--- config.mk ---
export PLATFORM = sky130hd
export DESIGN_NAME = reset_sequencer
export DESIGN_NICKNAME = d
export VERILOG_FILES = /design/src/rtl/reset_sequencer.sv
export SDC_FILE = /design/constraint.sdc
export NUM_CORES = 1
export LEC_CHECK = 0
export CORE_MARGIN = 2
export CORE_UTILIZATION = 48
export DETAILED_ROUTE_END_ITERATION = 12
export HOLD_SLACK_MARGIN = 0.08
export PLACE_DENSITY = 0.69
export SYNTH_ARGS = -nofsm -noshare
export SYNTH_HDL_FRONTEND = slang
export SYNTH_SLANG_ARGS = --single-unit
--- constraint.sdc ---
create_clock -name clk -period 3.1 [get_ports clk]
set_input_delay 0.31 -clock clk [delete_from_list [all_inputs] [get_ports clk]]
set_output_delay 0.31 -clock clk [all_outputs]
set_load 0.01 [all_outputs]
--- src/rtl/reset_sequencer.sv ---
// Multi-channel reset sequencer: qualifies a synchronised PLL lock, holds every channel in reset,
// then releases the channels in index order at a fixed spacing. Supports lock-loss abort and software re-sequencing.
module reset_sequencer #(
    parameter int unsigned        CH_NUM    = 4,
    parameter int unsigned        CNT_W     = 8,
    parameter int unsigned        LOCK_FILT = 16,
    parameter int unsigned        HOLD_NUM  = 10,
    parameter int unsigned        STEP_NUM  = 4,
    parameter logic [CH_NUM-1:0]  RST_TYPE  = 4'hF
) (
    input  logic              clk,
    input  logic              rst_n,
    input  logic              locked,
    input  logic              sw_rst_req,
    output logic [CH_NUM-1:0] rst_out,
    output logic              rst_done
);

    localparam int unsigned       IDX_W     = (CH_NUM > 1) ? $clog2(CH_NUM) : 1;
    localparam longint unsigned   CNT_MAX   = (64'd1 << CNT_W) - 64'd1;
    localparam logic [CNT_W-1:0]  LOCK_LAST = CNT_W'(LOCK_FILT - 1);
    localparam logic [CNT_W-1:0]  HOLD_LAST = CNT_W'(HOLD_NUM - 1);
    localparam logic [CNT_W-1:0]  STEP_LAST = CNT_W'(STEP_NUM - 1);
    localparam logic [IDX_W-1:0]  LAST_CH   = IDX_W'(CH_NUM - 1);

    if (CH_NUM < 1 || CNT_W < 1 ||
        LOCK_FILT < 1 || LOCK_FILT > CNT_MAX ||
        HOLD_NUM  < 1 || HOLD_NUM  > CNT_MAX ||
        STEP_NUM  < 1 || STEP_NUM  > CNT_MAX) begin : g_bad_param
        $error("reset_sequencer: parameter outside its legal range");
    end

    typedef enum logic [1:0] {
        S_IDLE,
        S_HOLD,
        S_RELEASE,
        S_DONE
    } state_t;

    state_t              r_state, w_state_nxt;
    logic                r_sync1, r_lock_s;
    logic [CNT_W-1:0]    r_lock_cnt, w_lock_cnt_nxt;
    logic [CNT_W-1:0]    r_cnt, w_cnt_nxt;
    logic [IDX_W-1:0]    r_ch_idx, w_ch_idx_nxt;
    logic [CH_NUM-1:0]   r_rst_out, w_rst_out_nxt;
    logic                r_done, w_done_nxt;

    always_ff @(posedge clk or negedge rst_n) begin
        if (!rst_n) begin
            r_sync1    <= 1'b0;
            r_lock_s   <= 1'b0;
            r_state    <= S_IDLE;
            r_lock_cnt <= '0;
            r_cnt      <= '0;
            r_ch_idx   <= '0;
            r_rst_out  <= RST_TYPE;
            r_done     <= 1'b0;
        end else begin
            r_sync1    <= locked;
            r_lock_s   <= r_sync1;
            r_state    <= w_state_nxt;
            r_lock_cnt <= w_lock_cnt_nxt;
            r_cnt      <= w_cnt_nxt;
            r_ch_idx   <= w_ch_idx_nxt;
            r_rst_out  <= w_rst_out_nxt;
            r_done     <= w_done_nxt;
        end
    end

    always_comb begin
        w_state_nxt    = r_state;
        w_lock_cnt_nxt = r_lock_cnt;
        w_cnt_nxt      = r_cnt;
        w_ch_idx_nxt   = r_ch_idx;
        w_rst_out_nxt  = r_rst_out;
        w_done_nxt     = r_done;

        case (r_state)
            S_IDLE: begin
                w_rst_out_nxt = RST_TYPE;
                w_done_nxt    = 1'b0;
                if (!r_lock_s) begin
                    w_lock_cnt_nxt = '0;
                end else if (r_lock_cnt == LOCK_LAST) begin
                    w_state_nxt    = S_HOLD;
                    w_lock_cnt_nxt = '0;
                    w_cnt_nxt      = '0;
                end else begin
                    w_lock_cnt_nxt = r_lock_cnt + CNT_W'(1);
                end
            end
            S_HOLD: begin
                if (r_cnt == HOLD_LAST) begin
                    w_rst_out_nxt[0] = ~RST_TYPE[0];
                    w_cnt_nxt        = '0;
                    w_ch_idx_nxt     = IDX_W'(1);
                    if (CH_NUM == 1) begin
                        w_state_nxt = S_DONE;
                        w_done_nxt  = 1'b1;
                    end else begin
                        w_state_nxt = S_RELEASE;
                    end
                end else begin
                    w_cnt_nxt = r_cnt + CNT_W'(1);
                end
            end
            S_RELEASE: begin
                if (r_cnt == STEP_LAST) begin
                    w_rst_out_nxt[r_ch_idx] = ~RST_TYPE[r_ch_idx];
                    w_cnt_nxt               = '0;
                    w_ch_idx_nxt            = r_ch_idx + IDX_W'(1);
                    if (r_ch_idx == LAST_CH) begin
                        w_state_nxt = S_DONE;
                        w_done_nxt  = 1'b1;
                    end
                end else begin
                    w_cnt_nxt = r_cnt + CNT_W'(1);
                end
            end
            S_DONE: begin
                w_done_nxt = 1'b1;
            end
        endcase

        // Lock loss outranks a software request; both force every channel back into reset.
        if (r_state != S_IDLE) begin
            if (!r_lock_s) begin
                w_state_nxt    = S_IDLE;
                w_lock_cnt_nxt = '0;
                w_cnt_nxt      = '0;
                w_ch_idx_nxt   = '0;
                w_rst_out_nxt  = RST_TYPE;
                w_done_nxt     = 1'b0;
            end else if (sw_rst_req) begin
                w_state_nxt   = S_HOLD;
                w_cnt_nxt     = '0;
                w_ch_idx_nxt  = '0;
                w_rst_out_nxt = RST_TYPE;
                w_done_nxt    = 1'b0;
            end
        end
    end

    assign rst_out  = r_rst_out;
    assign rst_done = r_done;

endmodule

==> results.cfg <==
[critical_path]
cp-end-kind = flip-flop
cp.buffers_inverters = 1
rr_startpoint = r_state[0]
crit_type = flip-flop to flip-flop
crit_family = compound AO/OA/AOI/OAI gates
rrSetupSlack_ns = 0.86
cp.required_ns = 3.35
critical-path-max-stage-delay_ns = 0.78
startpoint = r_state[0]
worstPathArrival_ns = 2.48
crit_chain = inv_1, ha_1, a21oi_1, a2111oi_0, a211o_1
crit_path_top_delay_cell = a21oi_1
crit_fanout = 15
start_kind = flip-flop

[grt]
grt_max_degree = 28
grt-ovfl-total = 0
antenna_found_initial = 0
busiest_layer = met2
use_met3_pct = 2.14
grt_usage_pct = 19.2
grt_first_pass_wirelength_um = 6070
groute.layer.met1.usage_pct = 26.9
grt_pass1_vias = 1266
gr-usage-met2_pct = 30.5

[place]
dp_hpwl_um = 2370
gp_congestion = 0.832
io_buffer_count = 8

[drt]
wl_per_cell_um = 15.1
vias = 1338
drtAntennaViolNets = 0
routed_wl_um = 3340
drtPass1Iterations = 4
drtIter0Drc = 35
drc = 0
routed_via_density = 6.03

[floorplan]
dieArea_sq_um = 4000
core_area_sq_um = 3360
initial_core_util_pct = 50.1
row_count = 21
die_w_um = 63.3
die_height_um = 63.3
ios = 9

[yosys]
synthDistinctLibCells = 47
synthArstFlopShare_pct = 100
syn_nets = 185
syn_area_per_cell_sq_um = 9.91
synth_most_common_cell = dfrtp_1
syn_inst = 170
synth_top_area_share_pct = 34.1
ys.flop_type = dfrtp_1
synth.largest_area_cell = dfrtp_1
ys_ff_latch = 27
synth_common_cells = 23 x dfrtp_1, 14 x nand2_1, 11 x ha_1, 9 x inv_1, 9 x nand3_1
synth_edf_count = 0
ys_warn_count = 0
syn-cell-area_sq_um = 1690
ys_seq_area_share_pct = 40.4
synth_area_leaders = dfrtp_1 34%, ha_1 8.2%, dfstp_2 6.2%, nand2_1 3.1%, a211o_1 3.1%

[finish]
multi_input_area_sq_um = 936
nFillCells = 328
syn2layout_area_growth_pct = 8.31
layout-drive-gt1-share_pct = 9.09
seq_area_sq_um = 681
final_util_pct = 54.3
nets = 192
antenna_cells = 0

[clock_network]
clk_path_buf_depth = 2
clk_pin_slew_worst_paths_ns = 0.16
cts_setup_buffers = 0
ctsHoldBuffers = 0
cts_resized = 0
root_buffer = clkbuf_4
worstSkewPairLatency_ns = 0.35
h-tree-depth = 1
cts_tree = yes
cts_made_buffers = 3
clock_sinks = 27

[status]
status = complete, no violations

[pwr]
p_leak_uw = 0.000784
power_density_nw_per_um2 = 557
ir_worst_vdd_mv = 0.354

[timing]
maxSlewHeadroom_pct = 37.8
timing.final.crit_share_pct = 72.1
finalSetupViolations = 0
period_needed_ns = 2.24
fin_setup_tns_ns = 0
worst_pin_slew_ns = 0.934
rsz0062_at_grt = no
skew_ns = 0.0115
slew_viol_final = 0
max_freq_ghz = 0.447
finalHoldViolations = 0

[flow_run]
cap_violations = 0

[hold_path]
hold_path.class = input port to async pin
[where the power goes]
group	internal (uW)	switching [uW]	leakage [uW]
clock network	49.6	115	0.0000139
logic	152	234	0.000418
registers	407	59.6	0.000352
total	608	408	0.000784
[path summary, 6_finish.rpt]
kind	endpoint	depth (start not counted)
worst max-delay path	r_cnt[5]	5
max in group asynchronous	rst_out[3]	2
min in group clk	r_lock_s	0
worst min register to register	r_lock_s	0
worst min-delay path	r_cnt[2]	2
worst max register to register	r_cnt[5]	5
[cell families after synthesis]
kind of cell / Yosys count / synth area share, %
simple gates: 55 / 19.0
flops: 27 / 40.4
buf+inv: 16 / 4.08
mux: 1 / 0.594
fa+ha+maj: 11 / 8.17
compound gates: 56 / 25.7
xor+xnor: 4 / 2.08
[placed cells by master (no fill, tap or decap), types with 4 or more instances in the layout]
cell             Yosys  routed
dfrtp_1             23      23
nand2_1             14      14
ha_1                11      11
inv_1                9       9
nand3_1              9       9
clkdlybuf4s50_1      0       8
a21oi_1              7       7
nor2_1               6       6
o21ai_0              6       6
a211o_1              6       6
nand4_1              5       5
and2_1               5       5
a21o_1               5       5
a211oi_1             5       5
xnor2_1              4       4
a2111oi_0            4       4
dfstp_2              4       4
[through the flow]
| step | hold slack (ns) | total power, uW | instance area (sq um) | setup slack, ns | std cells |
|---|---|---|---|---|---|
| after floorplan | 0.0144 | 757 | 1690 | 1.33 | 170 |
| after global placement | 0.332 | 852 | 1800 | 0.944 | 218 |
| after detailed placement | 0.336 | 861 | 1800 | 0.871 | 218 |
| after CTS | 0.327 | 1020 | 1830 | 0.853 | 222 |
| after global routing | 0.339 | 1110 | 1830 | 0.659 | 222 |
| final | 0.313 | 1020 | 1830 | 0.864 | 222 |
[routing by layer]
metal	part of all wire, %	vias to the layer above
li1	-	655
met1	48	640
met2	46	36
met3	4.0	7
met4	1.9	0
met5	0	-
[sequential cells by signal (all words and copies together), names as in the netlist]
register	flops
rst_out	4
r_cnt	8
rst_done	1
r_state	2
r_sync1	1
r_lock_cnt	8
r_ch_idx	2
r_lock_s	1
[cell type report]
type	instances	area share, %
Tap cell	46	3.15
Clock buffer	3	1.23
Multi-Input combinational cell	127	51.3
Clock inverter	1	0.411
Inverter	9	1.85
Timing Repair Buffer	9	4.80
Sequential cell	27	37.3
(Power assumes the default switching activity.)
